<file path="src/rtl/ddr2_64bit_local_master.sv">
// rtl/ddr2_64bit_local_master.sv - burst initiator for the controller local port
module ddr2_64bit_local_master #(
    parameter int ADDR_W          = 26,
    parameter int DATA_W          = 128,
    parameter int BE_W            = 16,
    parameter int SIZE_W          = 6,
    parameter int MAX_BURST       = 32,
    parameter int MAX_OUTSTANDING = 64,
    parameter int LEN_FIFO_DEPTH  = 4
) (
    input  logic              phy_clk,
    input  logic              reset_phy_clk_n,
    input  logic              cmd_valid,
    output logic              cmd_ready,
    input  logic              cmd_write,
    input  logic [ADDR_W-1:0] cmd_addr,
    input  logic [SIZE_W-1:0] cmd_len,
    input  logic              wr_valid,
    output logic              wr_ready,
    input  logic [DATA_W-1:0] wr_data,
    input  logic [BE_W-1:0]   wr_be,
    output logic [DATA_W-1:0] rd_data,
    output logic              rd_valid,
    output logic              rd_last,
    output logic              err,
    input  logic              local_init_done,
    input  logic              local_ready,
    input  logic [DATA_W-1:0] local_rdata,
    input  logic              local_rdata_valid,
    output logic [ADDR_W-1:0] local_address,
    output logic [SIZE_W-1:0] local_size,
    output logic              local_read_req,
    output logic              local_write_req,
    output logic              local_burstbegin,
    output logic [DATA_W-1:0] local_wdata,
    output logic [BE_W-1:0]   local_be
);

    localparam int OUT_W = $clog2(MAX_OUTSTANDING + 1);
    localparam int PTR_W = $clog2(LEN_FIFO_DEPTH);

    typedef enum logic [1:0] {
        ST_INIT,
        ST_IDLE,
        ST_RD_REQ,
        ST_WR_BURST
    } state_t;

    state_t              state_q, state_d;
    logic [ADDR_W-1:0]   addr_q, addr_d;
    logic [SIZE_W-1:0]   size_q, size_d;
    logic [SIZE_W-1:0]   beat_q, beat_d;
    logic [SIZE_W-1:0]   ret_q, ret_d;
    logic [OUT_W-1:0]    out_q, out_d;
    logic [PTR_W:0]      wptr_q, wptr_d;
    logic [PTR_W:0]      rptr_q, rptr_d;
    logic [SIZE_W-1:0]   fifo_q [LEN_FIFO_DEPTH];
    logic [SIZE_W-1:0]   fifo_d [LEN_FIFO_DEPTH];
    logic                err_q, err_d;
    logic                rd_valid_q, rd_valid_d;
    logic                rd_last_q, rd_last_d;
    logic [DATA_W-1:0]   rd_data_q, rd_data_d;

    logic                fifo_full;
    logic [PTR_W:0]      fifo_count;
    logic [SIZE_W-1:0]   fifo_head;
    logic                accept;
    logic                len_bad;
    logic                rd_issue;
    logic                wr_beat;
    logic                ret_ok;
    logic                ret_last;

    // Handshake qualifiers, credit check and combinational bus outputs
    always_comb begin
        fifo_count       = wptr_q - rptr_q;
        fifo_full        = (fifo_count == (PTR_W+1)'(LEN_FIFO_DEPTH));
        fifo_head        = fifo_q[rptr_q[PTR_W-1:0]];
        // Keeps room for one more maximal burst so outstanding cannot overflow.
        cmd_ready        = (state_q == ST_IDLE)
                         && (out_q <= OUT_W'(MAX_OUTSTANDING - MAX_BURST))
                         && !fifo_full;
        accept           = cmd_valid && cmd_ready;
        len_bad          = (cmd_len == '0) || (cmd_len > SIZE_W'(MAX_BURST));
        rd_issue         = (state_q == ST_RD_REQ) && local_ready;
        wr_beat          = (state_q == ST_WR_BURST) && wr_valid && local_ready;
        // A return beat with nothing outstanding is forwarded but never counted.
        ret_ok           = local_rdata_valid && (out_q != '0);
        ret_last         = ret_ok && (ret_q == fifo_head - SIZE_W'(1));

        local_read_req   = (state_q == ST_RD_REQ);
        local_write_req  = (state_q == ST_WR_BURST) && wr_valid;
        local_burstbegin = local_read_req || (local_write_req && (beat_q == '0));
        wr_ready         = (state_q == ST_WR_BURST) && local_ready;
        local_wdata      = wr_data;
        local_be         = wr_be;
        local_address    = addr_q;
        local_size       = size_q;
        rd_valid         = rd_valid_q;
        rd_last          = rd_last_q;
        rd_data          = rd_data_q;
        err              = err_q;
    end

    // Next-state: command FSM, credit counter, length FIFO and read-return tagging
    always_comb begin
        state_d    = state_q;
        addr_d     = addr_q;
        size_d     = size_q;
        beat_d     = beat_q;
        ret_d      = ret_q;
        wptr_d     = wptr_q;
        rptr_d     = rptr_q;
        fifo_d     = fifo_q;
        err_d      = err_q;
        rd_valid_d = local_rdata_valid;
        rd_last_d  = ret_last;
        rd_data_d  = local_rdata_valid ? local_rdata : rd_data_q;

        out_d = out_q + (rd_issue ? OUT_W'(size_q) : '0) - (ret_ok ? OUT_W'(1) : '0);

        if (accept && len_bad) begin
            err_d = 1'b1;
        end
        if (local_rdata_valid && (out_q == '0)) begin
            err_d = 1'b1;
        end

        if (rd_issue) begin
            fifo_d[wptr_q[PTR_W-1:0]] = size_q;
            wptr_d = wptr_q + (PTR_W+1)'(1);
        end

        if (ret_last) begin
            ret_d  = '0;
            rptr_d = rptr_q + (PTR_W+1)'(1);
        end else if (ret_ok) begin
            ret_d  = ret_q + SIZE_W'(1);
        end

        case (state_q)
            ST_INIT: begin
                if (local_init_done) begin
                    state_d = ST_IDLE;
                end
            end
            ST_IDLE: begin
                if (accept) begin
                    addr_d = cmd_addr;
                    size_d = cmd_len;
                    if (!len_bad) begin
                        beat_d  = '0;
                        state_d = cmd_write ? ST_WR_BURST : ST_RD_REQ;
                    end
                end
            end
            ST_RD_REQ: begin
                if (local_ready) begin
                    state_d = ST_IDLE;
                end
            end
            ST_WR_BURST: begin
                if (wr_beat) begin
                    if (beat_q == size_q - SIZE_W'(1)) begin
                        beat_d  = '0;
                        state_d = ST_IDLE;
                    end else begin
                        beat_d  = beat_q + SIZE_W'(1);
                    end
                end
            end
            default: state_d = ST_INIT;
        endcase
    end

    // State registers; reset abandons any burst and discards outstanding reads
    always_ff @(posedge phy_clk or negedge reset_phy_clk_n) begin
        if (!reset_phy_clk_n) begin
            state_q    <= ST_INIT;
            addr_q     <= '0;
            size_q     <= '0;
            beat_q     <= '0;
            ret_q      <= '0;
            out_q      <= '0;
            wptr_q     <= '0;
            rptr_q     <= '0;
            for (int i = 0; i < LEN_FIFO_DEPTH; i++) begin
                fifo_q[i] <= '0;
            end
            err_q      <= 1'b0;
            rd_valid_q <= 1'b0;
            rd_last_q  <= 1'b0;
            rd_data_q  <= '0;
        end else begin
            state_q    <= state_d;
            addr_q     <= addr_d;
            size_q     <= size_d;
            beat_q     <= beat_d;
            ret_q      <= ret_d;
            out_q      <= out_d;
            wptr_q     <= wptr_d;
            rptr_q     <= rptr_d;
            fifo_q     <= fifo_d;
            err_q      <= err_d;
            rd_valid_q <= rd_valid_d;
            rd_last_q  <= rd_last_d;
            rd_data_q  <= rd_data_d;
        end
    end

endmodule

</file>
<file path="config.mk">
export PLATFORM = sky130hd
export DESIGN_NAME = ddr2_64bit_local_master
export DESIGN_NICKNAME = d
export VERILOG_FILES = /design/src/rtl/ddr2_64bit_local_master.sv
export SDC_FILE = /design/constraint.sdc
export NUM_CORES = 1
export LEC_CHECK = 0
export BUFFER_PORTS_ARGS = -buffer_cell sky130_fd_sc_hd__buf_2
export CAP_MARGIN = 15
export CORE_AREA = 2 2 241 243
export DETAILED_ROUTE_END_ITERATION = 7
export DIE_AREA = 0 0 243 245
export GPL_ROUTABILITY_DRIVEN = 1
export PLACE_DENSITY_LB_ADDON = 0.3
export SYNTH_ARGS = -nofsm -noshare
export SYNTH_HDL_FRONTEND = slang
export SYNTH_SLANG_ARGS = --single-unit
</file>
<file path="constraint.sdc">
create_clock -name phy_clk -period 3.7 [get_ports phy_clk]
set_input_delay 1.11 -clock phy_clk [delete_from_list [all_inputs] [get_ports phy_clk]]
set_output_delay 1.11 -clock phy_clk [all_outputs]
set_load 0.005 [all_outputs]
</file>
==> flow_metrics.env <==
export IMPL_status="completed"
export IMPL_synth_area_sq_um=10200
export IMPL_hold_buffers=0
export IMPL_crit_type="reg2out"
export IMPL_finalWeightedCongestion=0.796
export IMPL_cpMaxStageDelayCell="dfrtp_1"
export IMPL_syn_to_final_growth_pct=23.2
export IMPL_synth_seq_cells=214
export IMPL_layout_commonest_cell="buf_2"
export IMPL_clk_pin_slew_ns=0.05
export IMPL_vias_per_cell=3.67
export IMPL_vias=6762
export IMPL_synth_cell_types=53
export IMPL_setup_ws_ns=0.434
export IMPL_post_cts_buffers=0
export IMPL_clkSinkCount=214
export IMPL_diodes=0
export IMPL_cts_tree="yes"
export IMPL_synthArstFlopShare_pct=100
export IMPL_tightest_slew_ns=0.802
export IMPL_final_max_slew_violation_count=0
export IMPL_yosys_warnings=0
export IMPL_fin_setup_tns_ns=0
export IMPL_rrSetupSlack_ns=0.83
export IMPL_synthFlopType="dfrtp_1"
export IMPL_rsz0062_at_grt="false"
export IMPL_routed_wl_mm=27.5
export IMPL_h_tree_depth=1
export IMPL_p_leak_nw=6.00
export IMPL_cts_buffers=27
export IMPL_synthMuxAreaShare_pct=17.4
export IMPL_die_w_um=243
export IMPL_grt_overflow_total=0
export IMPL_final_nets=1397
export IMPL_fill_cells=6283
export IMPL_hold_depth=2
export IMPL_peakVddDrop_mv=0.312
export IMPL_power_density_nw_per_um2=609
export IMPL_routedWlPerCell_um=15.0
export IMPL_fmax_mhz=306
export IMPL_synth_top_family_by_area="multiplexers"
export IMPL_core_region_area_sq_um=57000
export IMPL_seq_area_frac_synth_pct=52.5
export IMPL_drive_gt1_share_pct=50.5
export IMPL_cts_resized=0
export IMPL_hold_path_class="reg2reg"
export IMPL_grt_pass1_wl_mm=42.9
export IMPL_fin_skew_ns=0.0181
export IMPL_cts_buffer_depth=3
export IMPL_setup_viol=0
export IMPL_r2r_cells=13
export IMPL_synthAdderAreaFrac_pct=3.02
export IMPL_portBuffers=335
export IMPL_period_share_pct=88.3
export IMPL_final_cell_mix="buf_2 (333), dfrtp_1 (214), mux2_2 (145)"
export IMPL_antenna_found_initial=1
export IMPL_track_usage_pct=9.06
export IMPL_ant_nets=0
export IMPL_relSlewSlack_pct=46.5
export IMPL_first_iter_violations=203
export IMPL_first_pass_iters=4
export IMPL_grt_pass1_vias=7419
export IMPL_cp_arrival_ns=2.16
export IMPL_synth_simple_gate_area_share_pct=7.50
export IMPL_syn_inst=859
export IMPL_finalCriticalPeriod_ns=3.27
export IMPL_synth_edff_count=0
export IMPL_worstPathRequired_ns=2.59
export IMPL_place_hpwl_mm=20.8
export IMPL_die_area_sq_um=59500
export IMPL_cp_max_fo=10
export IMPL_hold_viol=0
export IMPL_pre_cts_slack_ns=0.372
export IMPL_max_cap_violations=0
export IMPL_endpoint_kind="output pin"
export IMPL_grt_max_degree=110
export IMPL_drc=0
export IMPL_cts_root_buffer="clkbuf_16"
export IMPL_start_util_pct=17.9
export IMPL_io_pins=624
export IMPL_synth_nets=1195
export IMPL_synth_compound_area_share_pct=3.32
export IMPL_critPathLaunchType="flop"
export IMPL_holdWs_ns=0.468
export IMPL_die_height_um=245
export IMPL_synth_avg_cell_area_sq_um=11.9
export IMPL_synth_xor_area_share_pct=2.92
export IMPL_clk_latency_ns=0.55
export IMPL_cp_cell_sequence="inv_1 -> ha_1 -> nor2b_1 -> xnor2_1 -> o211a_1 -> buf_2"
export IMPL_row_count=88
export IMPL_critical_path_max_stage_delay_ns=0.61
## layout make-up
| type | instances | area [sq um] | area share (%) |
|---|---|---|---|
| sequential | 214 | 5360 | 42.6 |
| multi-input combinational | 434 | 3500 | 27.8 |
| timing repair buffer | 348 | 1840 | 14.6 |
| tap | 765 | 957 | 7.61 |
| clock buffer | 40 | 764 | 6.08 |
| inverter | 36 | 135 | 1.07 |
| clock inverter | 4 | 26.3 | 0.209 |
## final timing paths
kind / startpoint / to
worst min-delay path: local_address[1] / local_address[1]
worst min register to register: local_address[1] / local_address[1]
worst max-delay path: rptr_q[1] / cmd_ready
max in group asynchronous: reset_phy_clk_n / rptr_q[2]
worst max register to register: out_q[5] / out_q[6]
min in group asynchronous: reset_phy_clk_n / rd_data[99]
## stage by stage
step	total power [W]	area (sq um)	utilization, %	std cells
after floorplan	0.00457	10200	-	859
after global placement	0.00531	11800	20.7	1797
after detailed placement	0.00533	11800	20.7	1797
after CTS	0.00786	12600	22.0	1841
after global routing	0.00824	12600	22.0	1841
final	0.00766	12600	22.0	1841
## critical path, delay by kind of cell, from the launching register on
kind | cells | cell delay, ns
compound gates | 1 | 0.19
xor+xnor | 1 | 0.21
fa+ha+maj | 1 | 0.20
buf+inv | 2 | 0.25
flops | 1 | 0.61
simple gates | 1 | 0.15
## power breakdown
group	switching [W]	internal, W	total (W)
clock network	0.00100	0.00141	0.00241
logic	0.00100	0.000996	0.00200
registers	0.000425	0.00283	0.00325
## cells in the mapped netlist, drive strengths merged, types with 2 or more instances
| cell | count | area share, % |
|---|---|---|
| nor2 | 11 | 0.40 |
| nand4 | 5 | 0.31 |
| or4 | 3 | 0.22 |
| mux2 | 146 | 16 |
| nand2 | 129 | 4.7 |
| o22ai | 3 | 0.18 |
| xor2 | 16 | 1.4 |
| nand3 | 7 | 0.34 |
| o21ai | 18 | 0.88 |
| a211oi | 4 | 0.34 |
| ha | 23 | 2.8 |
| a21o | 2 | 0.15 |
| nor3 | 5 | 0.29 |
| dfrtp | 214 | 52 |
| o21bai | 2 | 0.15 |
| inv | 35 | 1.3 |
| clkbuf | 25 | 0.92 |
| a21oi | 7 | 0.34 |
| buf | 150 | 11 |
| nor2b | 2 | 0.12 |
| xnor2 | 18 | 1.5 |
| o31ai | 2 | 0.28 |
| and3 | 3 | 0.18 |
| nand2b | 2 | 0.12 |
| mux4 | 6 | 1.3 |
## cells by family (layout without fill, tap and decap cells)
family / after synthesis / after routing
AND/OR/NAND/NOR: 176 / 176
buffers and inverters: 211 / 428
XOR/XNOR: 34 / 34
AO/OA/AOI/OAI: 48 / 48
adder cells (fa/ha/maj): 24 / 24
multiplexers: 152 / 152
flip-flops: 214 / 214
## state kept, by name, summed over array words and instances, names as in the netlist, 3 cells and up
signal and cells:
wptr_q 3, beat_q 6, ret_q 6, local_size 6
local_address 26, out_q 7, rptr_q 3, fifo_q 24
rd_data 128
## per-layer routing
layer	vias up	global-route usage, %	part of all wire (%)
li1	3120	-	-
met1	3251	10.2	39
met2	342	15.2	48
met3	45	4.40	11
met4	4	2.38	2.4
met5	-	0.408	0.14
Note: power is estimated with default switching activity, not from simulation.
